===== src/rtl/codma_rst_seq.sv =====
// Purpose : staggered per-domain reset sequencer with masked software reset.
// Latency : hw release of domain k after edge SYNC_STAGES+HOLD_CYCLES+k*STAGGER_CYCLES; sw release HOLD_CYCLES after request.
// Backpressure: none; software requests outside READY (or with an empty mask) are dropped without ack.
//
// Ports:
//   clk_i          single system clock
//   reset_n_i      board reset, asynchronous assert, synchronised release
//   sw_rst_req_i   single-cycle software reset request
//   sw_rst_mask_i  domains targeted by sw_rst_req_i
//   rst_n_o        per-domain active-low resets, all flop-driven
//   sw_rst_ack_o   one-cycle pulse when a request is accepted
//   ready_o        all domains out of reset and sequencer idle
module codma_rst_seq #(
    parameter int N_CH           = 4,
    parameter int SYNC_STAGES    = 2,
    parameter int HOLD_CYCLES    = 16,
    parameter int STAGGER_CYCLES = 4
) (
    input  logic            clk_i,
    input  logic            reset_n_i,
    input  logic            sw_rst_req_i,
    input  logic [N_CH-1:0] sw_rst_mask_i,
    output logic [N_CH-1:0] rst_n_o,
    output logic            sw_rst_ack_o,
    output logic            ready_o
);

    localparam int HOLD_W  = $clog2(HOLD_CYCLES + 1);
    localparam int STAG_W  = $clog2(STAGGER_CYCLES + 1);
    localparam int CNT_W   = (HOLD_W > STAG_W) ? HOLD_W : STAG_W;
    localparam int IDX_W   = (N_CH > 1) ? $clog2(N_CH) : 1;
    // The state register acts as the final synchroniser stage, so the
    // explicit chain is one flop shorter than SYNC_STAGES.
    localparam int SYNC_W  = SYNC_STAGES - 1;

    typedef enum logic [1:0] {
        ST_SYNC,
        ST_HOLD,
        ST_RELEASE,
        ST_READY
    } state_t;

    state_t             state;
    logic [SYNC_W-1:0]  sync_q;
    logic [N_CH-1:0]    tgt_mask;
    logic [IDX_W-1:0]   rel_idx;
    logic [CNT_W-1:0]   cnt;

    logic [IDX_W-1:0]   low_idx;
    logic [IDX_W-1:0]   next_idx;
    logic               next_found;

    // Lowest set bit of the target mask, and the lowest set bit strictly
    // above the most recently released channel. Scanning downward lets the
    // lowest qualifying index overwrite any higher one.
    always_comb begin
        low_idx    = '0;
        next_idx   = '0;
        next_found = 1'b0;
        for (int i = N_CH - 1; i >= 0; i--) begin
            if (tgt_mask[i]) begin
                low_idx = IDX_W'(i);
            end
            if (tgt_mask[i] && (i > int'(rel_idx))) begin
                next_found = 1'b1;
                next_idx   = IDX_W'(i);
            end
        end
    end

    always_ff @(posedge clk_i or negedge reset_n_i) begin
        if (!reset_n_i) begin
            state        <= ST_SYNC;
            sync_q       <= '0;
            tgt_mask     <= '1;
            rel_idx      <= '0;
            cnt          <= '0;
            rst_n_o      <= '0;
            sw_rst_ack_o <= 1'b0;
            ready_o      <= 1'b0;
        end else begin
            sync_q       <= (sync_q << 1) | SYNC_W'(1);
            sw_rst_ack_o <= 1'b0;

            case (state)
                ST_SYNC: begin
                    if (sync_q[SYNC_W-1]) begin
                        state <= ST_HOLD;
                        cnt   <= '0;
                    end
                end

                ST_HOLD: begin
                    if (cnt == CNT_W'(HOLD_CYCLES - 1)) begin
                        state            <= ST_RELEASE;
                        rel_idx          <= low_idx;
                        rst_n_o[low_idx] <= 1'b1;
                        cnt              <= '0;
                    end else begin
                        cnt <= cnt + 1'b1;
                    end
                end

                ST_RELEASE: begin
                    // Nothing left above the last released channel: idle
                    // one edge after the final release.
                    if (!next_found) begin
                        state   <= ST_READY;
                        ready_o <= 1'b1;
                    end else if (cnt == CNT_W'(STAGGER_CYCLES - 1)) begin
                        rst_n_o[next_idx] <= 1'b1;
                        rel_idx           <= next_idx;
                        cnt               <= '0;
                    end else begin
                        cnt <= cnt + 1'b1;
                    end
                end

                ST_READY: begin
                    if (sw_rst_req_i && (|sw_rst_mask_i)) begin
                        tgt_mask     <= sw_rst_mask_i;
                        rst_n_o      <= rst_n_o & ~sw_rst_mask_i;
                        sw_rst_ack_o <= 1'b1;
                        ready_o      <= 1'b0;
                        state        <= ST_HOLD;
                        cnt          <= '0;
                    end
                end

                default: begin
                    state <= ST_SYNC;
                end
            endcase
        end
    end

endmodule


===== config.mk =====
export PLATFORM = sky130hd
export DESIGN_NAME = codma_rst_seq
export DESIGN_NICKNAME = d
export VERILOG_FILES = /design/src/rtl/codma_rst_seq.sv
export SDC_FILE = /design/constraint.sdc
export NUM_CORES = 1
export LEC_CHECK = 0
export CORE_MARGIN = 4
export CORE_UTILIZATION = 55
export CTS_CLUSTER_DIAMETER = 150
export CTS_CLUSTER_SIZE = 20
export DETAILED_ROUTE_END_ITERATION = 8
export PLACE_DENSITY = 0.78
export SYNTH_ARGS = -nofsm -noshare
export SYNTH_HDL_FRONTEND = slang
export SYNTH_SLANG_ARGS = --single-unit

===== constraint.sdc =====
create_clock -name clk_i -period 4.6 [get_ports clk_i]
set_clock_uncertainty 0.2 [all_clocks]
set_input_delay 0.69 -clock clk_i [delete_from_list [all_inputs] [get_ports clk_i]]
set_output_delay 0.69 -clock clk_i [all_outputs]
set_load 0.1 [all_outputs]

=== Word level (Yosys, flattened, before mapping) ===
Cells that the tools add are included.

* Add/sub/neg operators: 1
* $mul: 0
* Div/mod/pow operators: 0
* Order comparisons: 7
* Eq/ne operators: 11
* Shift-type cells: 0
* Muxes and demuxes: 39
* Bitwise logic cells: 4
* Reduce and logical (&&, ||, !) cells: 17

{| class="wikitable"
|+ Operator list
! cell !! count
|-
| $mux W2 || 14
|-
| $mux W5 || 5
|-
| $pmux W5 S4 || 1
|-
| $mux W4 || 4
|-
| $ne A2 B2 Y1 const B || 6
|-
| $pmux W4 S3 || 1
|-
| $mux W1 || 9
|-
| $or A4 B4 Y4 || 2
|-
| $pmux W2 S4 || 1
|-
| $reduce_and A4 Y1 || 2
|-
| $logic_and A1 B1 Y1 || 6
|-
| $lt A2 B3 Y1 const B || 2
|-
| $reduce_and A3 Y1 || 2
|-
| $add A5 B1 Y5 const B || 1
|-
| $eq A5 B2 Y1 const B || 1
|-
| $eq A5 B4 Y1 const B || 1
|-
| $reduce_and A5 Y1 || 1
|-
| $and A4 B4 Y4 || 1
|-
| $demux W1 S2 || 2
|-
| $eq A2 B2 Y1 const B || 2
|-
| $ge A2 B1 Y1 const B || 2
|-
| $gt A2 B2 Y1 const A || 2
|-
| $not A4 Y4 || 1
|-
| $pmux W2 S2 || 1
|-
| other kinds (8) || 9
|}

* Register bits after elaboration: 20
* Latch bits: 0
* RAM bits: 0
* Memory bits (read-only): 0
* Logic and storage cells: 87
* Memories kept: 0

=== Longest topological paths before layout ===
Gate-level depths: netlist of the first run.

* Depth after elaboration: 13
* Depth in mapped cells: 9
* Gate-level depth less buffers: 9

=== Worst setup path before layout of the first run ===
OpenSTA, ideal clock, no wires.

* Path kind: register -> register
* Start point: register cnt[0]
* End point: register rel_idx[1]
* Library setup time: 0.125 ns
* Arrival time: 1.785 ns
* Path slack: 2.490 ns
* Stages on the path, launching flop included: 7
* Buffers on the path: 0
* Period minus slack after synthesis: 2.110 ns
* Path through: dfrtp_1 ha_1 or4b_4 a21oi_4 o21ai_1 o21bai_4 mux2_4

* Longest elaborated chain between the ends: 3

{| class="wikitable"
|+ RTL lines
! element !! RTL line !! text
|-
| start, declared || 47 || <nowiki>logic [CNT_W-1:0] cnt;</nowiki>
|-
| start signal, assigned || 100 || <nowiki>cnt <= cnt + 1'b1;</nowiki>
|-
| start signal, assigned || 115 || <nowiki>cnt <= cnt + 1'b1;</nowiki>
|-
| $eq A5 B2 Y1 / $eq A5 B4 Y1 (equally long branches) || 110, 94 ||
|-
| $ne A2 B2 Y1 (no line) || -- ||
|-
| $reduce_and A4 Y1 (no line) * || -- ||
|-
| end signal, assigned || 96 || <nowiki>rel_idx <= low_idx;</nowiki>
|-
| end signal, assigned || 112 || <nowiki>rel_idx <= next_idx;</nowiki>
|-
| end, declared || 46 || <nowiki>logic [IDX_W-1:0] rel_idx;</nowiki>
|}

Mark *: on every way between the ends. The rest lies on a longest branch, timed or not.
A chain may end at the register's enable or synchronous reset.

=== Worst setup path after layout of the first run ===
* Start point: register ready_o
* End point: output ready_o

{| class="wikitable"
|+ RTL lines
! element !! RTL line !! text
|-
| start, declared || 25 || <nowiki>output logic ready_o</nowiki>
|-
| start signal, assigned || 80 || <nowiki>ready_o <= 1'b0;</nowiki>
|-
| start signal, assigned || 109 || <nowiki>ready_o <= 1'b1;</nowiki>
|-
| start signal, assigned || 124 || <nowiki>ready_o <= 1'b0;</nowiki>
|}

No word-level cell between the ends.

==> reports/qor.yml, run 1 <==
power:
  sequentialPowerShare_pct: 34.9
  ir_drop_mv: 0.386
  power.internal_uw: 477
  comb_power_share_pct: 47.9
  power_density_mw_per_mm2: 601
  clockPowerShare_pct: 17.2
  switching_share_pct: 44.7
  p_sw_uw: 385
  finalPower_uw: 862
  leakagePower_uw: 0.000617
finish:
  final_cell_mix: "o21ai_0, dfrtp_1, nand2_1"
  final_nets: 165
  nFillCells: 166
  area_growth_pct: 15.5
  final_cells: 176
  post-route-util_pct: 70.2
  drive_gt1_share_pct: 10.7
  final_common_cell: "o21ai_0"
  antenna_cells: 0
detailed_routing:
  postRouteAntennaNets: 0
  dr.pass1.iters: 5
  routed_wl_mm: 2.52
  vias: 1014
  wl_per_cell_um: 14.3
  drc: 0
  drt_iter0_markers: 19
  via_per_inst: 5.76
setup_path:
  slowest_delay_ps: 1140
  path_cells: "clkdlybuf4s50_1"
  cp-end-kind: "output pin"
  worstPathMaxFanout: 3
  cp.required_ps: 3710
  crit_slowest_cell: "clkdlybuf4s50_1"
  setup.worst_path.class: "flop to output pin"
  critPathTopFamily: "buffers and inverters"
  worstSetupStartpointType: "flop"
  path_buf_inv: 1
  crit_arrival_ps: 1850
timing:
  clock.fmax_ghz: 0.365
  setup_tns_ps: 0
  fin_crit_ps: 2740
  rsz0062_at_grt: "no"
  min_period_over_period_pct: 59.5
  fin_worst_hold_slack_ps: 336
  setup_viol: 0
  slew_headroom_pct: 35.5
  hold_viol: 0
  drv_slew: 0
  tightest_slew_ps: 965
synth:
  synth_top_area_cell: "dfrtp_1"
  ys_types: 36
  ys_ff_latch: 20
  ys.flop_type: "dfrtp_1"
  synth_top_area_share_pct: 32.3
  postSynthNetCount: 151
  yosys_warnings: 0
  synthArstFlopShare_pct: 100
  syn_avg_cell_area_um2: 9.12
  syn_area_mm2: 0.00124
  synth_area_leaders: "dfrtp_1, dfstp_2, ha_1"
  postSynthCellCount: 136
  yosysSeqAreaShare_pct: 40.8
  synth_enable_flop_cells: 0
clock_network:
  clockBufferDepth: 2
  clock_latency_ps: 310
  cts_tree: "yes"
  cts_buffers: 3
  cts_num_sinks: 20
  postCtsHoldBufs: 0
  root_buffer: "clkbuf_4"
  path_clk_slew_ps: 120
  cts_setup_buffers: 0
  post_cts_resized: 0
  htreeDepth: 1
global_route:
  grt_pass1_wl_mm: 4.70
  grt_pass1_vias: 1055
  grt_overflow: 0
  grt_max_degree: 21
  grt.total_usage_pct: 18.8
  antenna_found_initial: 0
floorplan:
  fp.dieH_um: 55.5
  row_count: 16
  design.core.area_mm2: 0.00204
  die_w_um: 55.5
  io_pins: 13
  start_util_pct: 60.7
  die-area_mm2: 0.00308
hold_path:
  hold_path_class: "flop to flop"
outcome:
  status: "complete, no violations"
job:
  maxCapViolations: 0
place:
  dpl.cell_count: 172
  io_buffers: 12
  hpwl_mm: 1.87
  gp_congestion: 0.818
[layer usage]
metal  track usage, %  vias up  part of all wire [%]
met2             29.2       31                    48
met1             25.1      473                    46
met5                0        -                     0
met4             7.29        0                   1.4
met3             4.66        5                   5.1
li1                 -      505                     -
[worst paths after layout]
| kind | start | to | slack, ps | cells past startpoint |
|---|---|---|---|---|
| worst max-delay path | ready_o | ready_o | 1860 | 1 |
| worst min register to register | tgt_mask[2] | tgt_mask[2] | 340 | 2 |
| min in group asynchronous | reset_n_i | sw_rst_ack_o | 670 | 1 |
| worst min-delay path | tgt_mask[2] | tgt_mask[2] | 340 | 2 |
| max in group asynchronous | reset_n_i | cnt[1] | 2990 | 1 |
| worst max register to register | state[0] | cnt[2] | 2100 | 6 |
[power by group through the flow]
| stage | Combinational (uW) | Clock, uW | Sequential (uW) |
|---|---|---|---|
| finish | 413 | 148 | 301 |
| detailed placement | 413 | 0 | 303 |
| global route | 457 | 161 | 309 |
| floorplan | 239 | 0 | 376 |
| CTS | 414 | 151 | 300 |
| global placement | 404 | 0 | 302 |
[layout make-up]
type,instances,area (um2),area share [%]
Tap cell,27,33.8,2.36
Sequential cell,20,505,35.3
Timing Repair Buffer,12,120,8.38
Multi-Input combinational cell,102,679,47.4
Clock buffer,3,22.5,1.57
Inverter,11,41.3,2.88
Clock inverter,1,30.0,2.10
[worst reg2reg max path, delay by kind of cell, from the launching register on]
family                   cells  cell delay (ps)
AO/OA/AOI/OAI                3              890
adder cells (fa/ha/maj)      1              540
buffers and inverters        1              130
flip-flops                   1              420
AND/OR/NAND/NOR              1              210
[cells by family after synthesis]
| logic type | Yosys count | synth area share (%) |
|---|---|---|
| other cells | 1 | 0.302 |
| fa+ha+maj | 8 | 8.07 |
| buf+inv | 14 | 4.44 |
| flops | 20 | 40.8 |
| compound gates | 47 | 25.3 |
| simple gates | 43 | 18.1 |
| mux | 3 | 3.03 |
[sequential cells by signal, summed over array words and instances, names as in the netlist]
name / cells
cnt: 5
rst_n_o: 4
tgt_mask: 4
rel_idx: 2
state: 2
ready_o: 1
sw_rst_ack_o: 1
sync_q: 1
[stage by stage]
stage | setup WS (ps) | instance area [um2]
after floorplan | 2490 | 1240
after global placement | 1940 | 1380
after detailed placement | 1880 | 1380
after CTS | 1850 | 1430
after global routing | 1800 | 1430
final | 1860 | 1430
[synth_stat cells, types with 2 or more instances]
master	count
a21oi_1	10
a2bb2oi_1	3
buf_2	2
dfrtp_1	16
dfstp_2	4
ha_1	8
inv_1	11
mux2_2	2
nand2_1	13
nand2b_1	6
nand3_1	2
nand3b_1	2
nor2_1	8
nor2b_1	3
nor3_1	4
o21ai_0	18
o21ai_1	2
o22ai_1	3
o31ai_1	2
No activity file was read; power rests on OpenSTA's default activity.
==> inputs of run 2 (changes only) <==
- CORE_UTILIZATION: 55 -> 50
- PLACE_DENSITY: 0.78 -> 0.75
- clock period: 4.6 -> 2.45 ns (I/O delays scaled with it)
==> run 2 against run 1 <==
Net effect: non-clock buffer count up 3; critical path depth up 5; final area down 0.52%; flip-flop and latch count unchanged; power up 79%; utilization down 7.5 points; final cell count up 2.3%; critical endpoint is now rst_n_o[3]; largest cell class unchanged.
==> reports/qor.yml, run 2 (synthesis results as in run 1) <==
place:
  placed_area_mm2: 0.00139  # +0.63%
  hpwl_mm: 1.96  # +5.1%
  gp_congestion: 0.790  # -3.3%
  dpl.cell_count: 176  # +2.3%
  io_buffers: 12  # unchanged
setup_path:
  cp-end-kind: "flop"
  cp.required_ps: 2480  # -1230 ps
  setup.worst_path.class: "flop to flop"
  crit_arrival_ps: 2330  # +480 ps
  rr_startpoint: "cnt[0]"
  worstPathMaxFanout: 8  # +5
  startpoint: "cnt[0]"
  worstSetupStartpointType: "flop"
detailed_routing:
  via_per_inst: 5.73  # -0.49%
  postRouteAntennaNets: 0  # unchanged
  drt_iter0_markers: 47  # +28
  wl_met3_um: 119  # -7.0%
  vias: 1032  # +1.8%
  wl_per_cell_um: 14.4  # +1.0%
  wl_met1_mm: 1.25  # +7.7%
  highest_layer: "met4"
  drc: 0  # unchanged
  dr.pass1.iters: 4  # -1
  routed_wl_mm: 2.60  # +3.3%
  wl_met2_mm: 1.20  # +0.42%
timing:
  fin_worst_hold_slack_ps: 153  # -183 ps
  tightest_slew_ps: 556  # -409 ps
  rsz0062_at_grt: "no"
  drv_slew: 0  # unchanged
  slew_headroom_pct: 62.6  # +27 points
  setup_tns_ps: 0  # unchanged
  min_period_over_period_pct: 93.8
  clock.fmax_ghz: 0.435
  hold_viol: 0  # unchanged
  fin_crit_ps: 2300
  setup_viol: 0  # unchanged
finish:
  final_nets: 168  # +1.8%
  post-route-cell-area_mm2: 0.00143  # -0.52%
  final_cell_mix: "o21ai_0, dfrtp_1, nand2_1"
  area_growth_pct: 14.9
  reg_top3: "cnt x5, rst_n_o x4, tgt_mask x4"
  regMostFlops: "cnt"
  final_common_cell: "o21ai_0"
  antenna_cells: 0  # unchanged
  drive_gt1_share_pct: 16.4  # +5.7 points
  largest_reg_flops: 5  # unchanged
  final_cells: 180  # +2.3%
  post-route-util_pct: 62.6  # -7.5 points
floorplan:
  die_w_um: 57.8  # +4.2%
  die-area_mm2: 0.00334  # +8.5%
  io_pins: 13  # unchanged
  row_count: 17  # +1
  design.core.area_mm2: 0.00228  # +11%
  start_util_pct: 54.5  # -6.2 points
  fp.dieH_um: 57.8  # +4.2%
power:
  power_density_mw_per_mm2: 1080  # +80%
  leakagePower_uw: 0.000634  # +2.9%
  ir_drop_mv: 0.659  # +71%
global_route:
  grt_pass1_vias: 1039  # -1.5%
  grt_overflow: 0  # unchanged
  antenna_found_initial: 0  # unchanged
  grt_pass1_wl_mm: 4.61  # -1.9%
  grt_max_degree: 13  # -38%
  grt.total_usage_pct: 17.2  # -1.6 points
clock_network:
  postCtsHoldBufs: 0  # unchanged
  htreeDepth: 1  # unchanged
  cts_num_sinks: 20  # unchanged
  clockBufferDepth: 2  # unchanged
  path_clk_slew_ps: 110  # about the same
  cts_setup_buffers: 0  # unchanged
  post_cts_resized: 0  # unchanged
  cts_tree: "yes"
  root_buffer: "clkbuf_4"
  clock_latency_ps: 300  # about the same
  cts_buffers: 3  # unchanged
job:
  maxCapViolations: 0  # unchanged
outcome:
  status: "complete, no violations"
hold_path:
  hold_path_class: "primary input to async pin"
-- run 2: changes by cell type in the layout (fill, tap and decap cells not counted) --
cell,previous run,this run
clkdlybuf4s50_1,12,6
clkbuf_8,0,1
bufinv_16,1,0
buf_4,0,9
-- run 2: worst paths after layout --
path	end	slack (ps)	cells past startpoint
worst max-delay path	rst_n_o[3]	150	6
worst min-delay path	rel_idx[0]	150	1
worst min register to register	tgt_mask[2]	340	2
min in group clk_i	tgt_mask[2]	340	2
worst max register to register	rst_n_o[3]	150	6
max in group asynchronous	rst_n_o[3]	1380	2
-- run 2: report_power, final --
group          switching [uW]  internal, uW  total (uW)
sequential                119           445         564
clock                     103          90.7         194
combinational             497           290         787
-- run 2: critical path: stages (launching register included) --
cell and delay (ps):
dfrtp_1 410, ha_1 240, or4b_4 510, a21oi_4 210
o211ai_2 190, nor3_1 280, a2bb2oi_1 180
-- run 2: through the flow --
step | power (uW) | worst slack (ps)
after floorplan | 1150 | 340
after global placement | 1330 | 113
after detailed placement | 1350 | 51.5
after CTS | 1540 | 158
after global routing | 1660 | 43.7
final | 1550 | 152
-- run 2: metal layers --
| layer | vias to the layer above | global-route usage [%] |
|---|---|---|
| li1 | 511 | - |
| met2 | 26 | 26.3 |
| met5 | - | 0 |
| met3 | 5 | 3.56 |
| met1 | 490 | 24.0 |
| met4 | 0 | 5.96 |
-- run 2: final cells by class --
| type | instances | area [um2] |
|---|---|---|
| Timing Repair Buffer | 15 | 128 |
| Sequential cell | 20 | 505 |
| Multi-Input combinational cell | 102 | 679 |
| Clock buffer | 4 | 36.3 |
| Inverter | 11 | 41.3 |
| Fill cell | 172 | 851 |
| Tap cell | 28 | 35.0 |
==> inputs of run 3 (changes only) <==
- CTS_CLUSTER_DIAMETER: 150 -> 200
==> results of run 3 <==
Final layout, timing and power as in run 2 (identical DEF).
